<file path="src/rtl/apb_master_arbiter.sv">
// Two-requester round-robin front end for an APB master: arbitrates req0/req1,
// issues one transfer at a time, and aborts a transfer that waits too long.
module apb_master_arbiter #(
    parameter int unsigned TIMEOUT_CYC = 256,
    parameter logic [31:0] ERR_RDATA   = 32'hDEAD_BEEF
) (
    input  logic        PCLK,
    input  logic        PRESET,

    input  logic        req0,
    input  logic [31:0] addr0,
    input  logic [31:0] wdata0,
    input  logic        write0,
    output logic        done0,
    output logic [31:0] rdata0,
    output logic        err0,

    input  logic        req1,
    input  logic [31:0] addr1,
    input  logic [31:0] wdata1,
    input  logic        write1,
    output logic        done1,
    output logic [31:0] rdata1,
    output logic        err1,

    output logic        transfer,
    output logic [31:0] addr,
    output logic [31:0] wdata,
    output logic        write,
    input  logic        ready,
    input  logic [31:0] rdata,

    output logic [1:0]  grant,
    output logic        busy,
    output logic [1:0]  state_dbg
);

    typedef enum logic [1:0] {
        ST_IDLE  = 2'd0,
        ST_ISSUE = 2'd1,
        ST_WAIT  = 2'd2
    } state_t;

    localparam logic [15:0] WAIT_LAST = 16'(TIMEOUT_CYC - 1);

    state_t      state;
    logic        last_grant;   // 0 = requester 0 served last, 1 = requester 1
    logic [15:0] wait_cnt;
    logic        pick1;
    logic        finish;

    // On a tie the requester that was not served last wins.
    always_comb begin
        pick1 = req1 && (!req0 || !last_grant);
    end

    // Ready wins over an expiring counter in the same cycle.
    always_comb begin
        finish = ready || (wait_cnt == WAIT_LAST);
    end

    assign state_dbg = state;

    always_ff @(posedge PCLK) begin
        if (PRESET) begin
            state      <= ST_IDLE;
            last_grant <= 1'b1;
            wait_cnt   <= 16'd0;
            transfer   <= 1'b0;
            addr       <= 32'd0;
            wdata      <= 32'd0;
            write      <= 1'b0;
            grant      <= 2'b00;
            busy       <= 1'b0;
            done0      <= 1'b0;
            done1      <= 1'b0;
            err0       <= 1'b0;
            err1       <= 1'b0;
            rdata0     <= 32'd0;
            rdata1     <= 32'd0;
        end else begin
            transfer <= 1'b0;
            done0    <= 1'b0;
            done1    <= 1'b0;
            err0     <= 1'b0;
            err1     <= 1'b0;

            case (state)
                ST_IDLE: begin
                    if (req0 || req1) begin
                        state    <= ST_ISSUE;
                        transfer <= 1'b1;
                        busy     <= 1'b1;
                        grant    <= pick1 ? 2'b10 : 2'b01;
                        addr     <= pick1 ? addr1  : addr0;
                        wdata    <= pick1 ? wdata1 : wdata0;
                        write    <= pick1 ? write1 : write0;
                    end
                end

                ST_ISSUE: begin
                    state    <= ST_WAIT;
                    wait_cnt <= 16'd0;
                end

                ST_WAIT: begin
                    if (finish) begin
                        state      <= ST_IDLE;
                        busy       <= 1'b0;
                        grant      <= 2'b00;
                        last_grant <= grant[1];
                        if (grant[1]) begin
                            done1 <= 1'b1;
                            err1  <= !ready;
                            if (!write) rdata1 <= ready ? rdata : ERR_RDATA;
                        end else begin
                            done0 <= 1'b1;
                            err0  <= !ready;
                            if (!write) rdata0 <= ready ? rdata : ERR_RDATA;
                        end
                    end else begin
                        wait_cnt <= wait_cnt + 16'd1;
                    end
                end

                default: begin
                    state <= ST_IDLE;
                    busy  <= 1'b0;
                    grant <= 2'b00;
                end
            endcase
        end
    end

    // Structural invariants of the completion and issue outputs.
    a_single_done: assert property (@(posedge PCLK) disable iff (PRESET) !(done0 && done1));
    a_transfer_in_issue: assert property (@(posedge PCLK) disable iff (PRESET)
        transfer == (state == ST_ISSUE));

endmodule

</file>
<file path="config.mk">
export PLATFORM = sky130hd
export DESIGN_NAME = apb_master_arbiter
export DESIGN_NICKNAME = d
export VERILOG_FILES = /design/src/rtl/apb_master_arbiter.sv
export SDC_FILE = /design/constraint.sdc
export NUM_CORES = 1
export LEC_CHECK = 0
export ABC_AREA = 1
export CELL_PAD_IN_SITES_DETAIL_PLACEMENT = 1
export CELL_PAD_IN_SITES_GLOBAL_PLACEMENT = 2
export CORE_AREA = 5 5 189 191
export CTS_CLUSTER_DIAMETER = 200
export CTS_CLUSTER_SIZE = 10
export DETAILED_ROUTE_END_ITERATION = 6
export DIE_AREA = 0 0 194 196
export HOLD_SLACK_MARGIN = 0.05
export PLACE_DENSITY_LB_ADDON = 0.1
export SLEW_MARGIN = 20
export SYNTH_ARGS = -nofsm -noshare
export SYNTH_HDL_FRONTEND = slang
export SYNTH_SLANG_ARGS = --single-unit
export TNS_END_PERCENT = 20
</file>
<file path="constraint.sdc">
create_clock -name PCLK -period 1.7 [get_ports PCLK]
set_input_delay 0.17 -clock PCLK [delete_from_list [all_inputs] [get_ports PCLK]]
set_output_delay 0.17 -clock PCLK [all_outputs]
set_load 0.05 [all_outputs]
</file>
==> impl_metrics.ini <==
[placement]
gp_congestion = 0.777
port_buffers = 305
post-dp-hpwl_mm = 24.4
place_area_sq_um = 11100

[hold_path]
min_from = addr1[13]
hold_class = in2reg
holdPathStages = 3
min_to = addr[13]

[routing]
vias = 8139
wl_per_cell_um = 17.6
drt_iter0_drc = 229
drcViolationCount = 0
via_per_inst = 4.29
routed_wl_mm = 33.4
drt_pass1_iterations = 4
antenna_left = 0

[clocking]
htree_levels = 4
clock-sinks = 156
cts_tree = yes
clockBufferDepth = 2
cts_root_buffer = clkbuf_16
insertion_delay_ns = 0.45
clkTransAtPathRegs_ns = 0.07
cts_buffers = 17

[setup_path]
critPathRequiredTime_ns = 2.08
cp_max_fo = 9
worstSetupStartpointType = flip-flop
reg2regPathDepth = 10
worstSetupEndpointType = flip-flop
path_buf_inv = 2
cp_top_family = simple AND/OR/NAND/NOR gates
crit_path_cell_trace = ha_4, nand3_4, nor2_4, nand2_4, nand2_8, nand3_4, clkbuf_16, nand2_1, inv_1, nor2_1
slowest_stage = dfxtp_2
arrival_ns = 2.00
critical_path_class = reg2reg
max_stage_delay_ns = 0.36
crit_top_cell = nand3_4
r2r_slack_ns = 0.08
reg2reg_from = wait_cnt[1]
r2r_end = rdata0[16]

[finish]
final_util_pct = 35.0
final_net_count = 1597
drive_gt1_share_pct = 15.0
syn_to_final_growth_pct = 62.8
final_area_sq_um = 11900

[synthesis]
synth-seq-area-share_pct = 42.7
synthMuxAreaShare_pct = 0
yosys.area_share.simple_pct = 32.2
synthArstFlopShare_pct = 0
yosys-top-cells-count = nand2_1 (335), dfxtp_1 (156), inv_1 (153)
syn_area_sq_um = 7310
synth_nets = 1272
netlist_instances = 1104
synth_top_cell_by_area = dfxtp_1
synth-edff-count = 0
synth_top_family_by_area = simple AND/OR/NAND/NOR gates
synth_top_area_share_pct = 42.7
synth-compound-area-share_pct = 11.9
synth-adder-area-share_pct = 0.171
yosysUniqueCellTypes = 25
syn_avg_cell_area_sq_um = 6.62
ys_top_cells_by_area = dfxtp_1 (43%), nand2_1 (17%), inv_1 (7.9%)
synthMostInstantiatedCell = nand2_1
synth_seq_cells = 156
yosys.area_share.xor_xnor_pct = 0.120
dominantRegCellSynth = dfxtp_1
yosysWarnings = 0

[global_routing]
grtUsageTotal_pct = 16.8
grt-ovfl-total = 0
antenna_found_initial = 4
grt_max_degree = 51
grt_pass1_vias = 8586
grt_pass1_wl_mm = 50.0

[timing]
holdWs_ns = 0.289
tns_ns = 0
maxSlewHeadroom_pct = 65.3
setup-violations-final = 0
clock_skew_ns = 0.0159
fmax_mhz = 618
worst_slew_pin_slew_ns = 0.523
min_period_ns = 1.62
grt_setup_unrepaired = yes
slew_viol_final = 0
period_share_pct = 95.2
finalHoldViolCount = 0

[die]
die_w_um = 194
dieArea_sq_um = 38000
rows = 68
num_io_pins = 306
die-height_um = 196
start_util_pct = 21.5
core_area_sq_um = 33900

[power]
power_mw = 11.1
power_density_nw_per_um2 = 937
irDropWorstVdd_uv = 723
leakagePower_nw = 5.43

[job]
maxCapViolCount = 0

[status]
status = complete, no violations
==> what timing repair did <==
| action | CTS | global route |
|---|---|---|
| endpoints found under the setup margin | 120 | 83 |
| resized for setup | 54 | 10 |
| pin swaps | 1 | 16 |
| hold buffers | 0 | 0 |
| setup buffers | 0 | 7 |
| gates cloned | 0 | 5 |
==> sequential cells by signal (all words and copies together) (netlist names) <==
signal      flops
addr           32
busy            1
done0           1
done1           1
err0            1
err1            1
grant           2
last_grant      1
rdata0         32
rdata1         32
state_dbg       2
transfer        1
wait_cnt       16
wdata          32
write           1
==> report_power, final <==
group | switching, mW | total (mW) | internal, mW
clock network | 1.68 | 4.22 | 2.54
registers | 0.134 | 4.04 | 3.91
logic | 1.82 | 2.88 | 1.06
total | 3.64 | 11.1 | 7.51
==> worst register-to-register path, cell delays in order (launching register included) <==
cell and delay [ns]:
dfxtp_2 0.36, ha_4 0.15, nand3_4 0.10, nor2_4 0.16, nand2_4 0.10, nand2_8 0.13, nand3_4 0.15, clkbuf_16 0.22
nand2_1 0.06, inv_1 0.03, nor2_1 0.08
==> through the flow <==
step,cells,worst slack (ns)
3_3_place_gp,1853,-0.0978
4_1_cts,1885,-0.000491
2_1_floorplan,1104,0.0846
5_1_grt,1898,-0.0436
3_5_place_dp,1853,-0.0723
6_report,1898,0.0824
==> cells by family after synthesis <==
logic type | after synthesis
buffers and inverters | 233
AO/OA/AOI/OAI | 156
AND/OR/NAND/NOR | 557
XOR/XNOR | 1
flip-flops | 156
adder cells (fa/ha/maj) | 1
==> per-layer routing <==
layer / part of all wire (%) / track usage, % / wire length [um] / up-vias
met5: 0.10 / 0 / 34 / -
met4: 1.4 / 4.56 / 459 / 6
met3: 9.8 / 8.31 / 3270 / 25
met2: 46 / 27.1 / 15400 / 245
met1: 43 / 19.8 / 14200 / 3717
li1: - / - / - / 4146
==> layout make-up <==
class	instances	area (sq um)
clock inverter	10	163
clock buffer	22	464
timing repair buffer	381	3660
fill	4203	22100
tap	455	569
inverter	157	592
antenna	1	2.50
sequential	156	3130
multi-input combinational	716	3310
==> cells in the final DEF, fill, tap and decap left out, drive strengths merged, types with 2 or more instances in the layout <==
cell type | synthesis | final
buf | 31 | 159
a31oi | 65 | 65
bufinv | 0 | 4
nand4 | 65 | 65
clkinv | 0 | 3
nand2 | 337 | 338
nor3 | 2 | 2
clkdlybuf4s50 | 0 | 166
clkinvlp | 0 | 2
clkbuf | 45 | 25
nor2 | 129 | 129
inv | 157 | 158
nand3 | 22 | 22
o21ai | 73 | 73
a21oi | 16 | 16
dfxtp | 156 | 156
nand3b | 2 | 2
dlygate4sd2 | 0 | 53
o21bai | 2 | 2
==> how the worst max path moves through the flow <==
stage / from / endpoint / slack [ns] / cells after the start
3_5_place_dp: ready / rdata1[12] / -0.07 / 9
2_1_floorplan: state_dbg[1] / rdata1[0] / 0.08 / 7
6_report: wait_cnt[1] / rdata0[16] / 0.08 / 10
5_1_grt: wait_cnt[1] / rdata0[21] / -0.04 / 10
3_3_place_gp: ready / rdata0[2] / -0.1 / 8
4_1_cts: wait_cnt[1] / wait_cnt[8] / -0.0005 / 8
(Power assumes the default switching activity.)
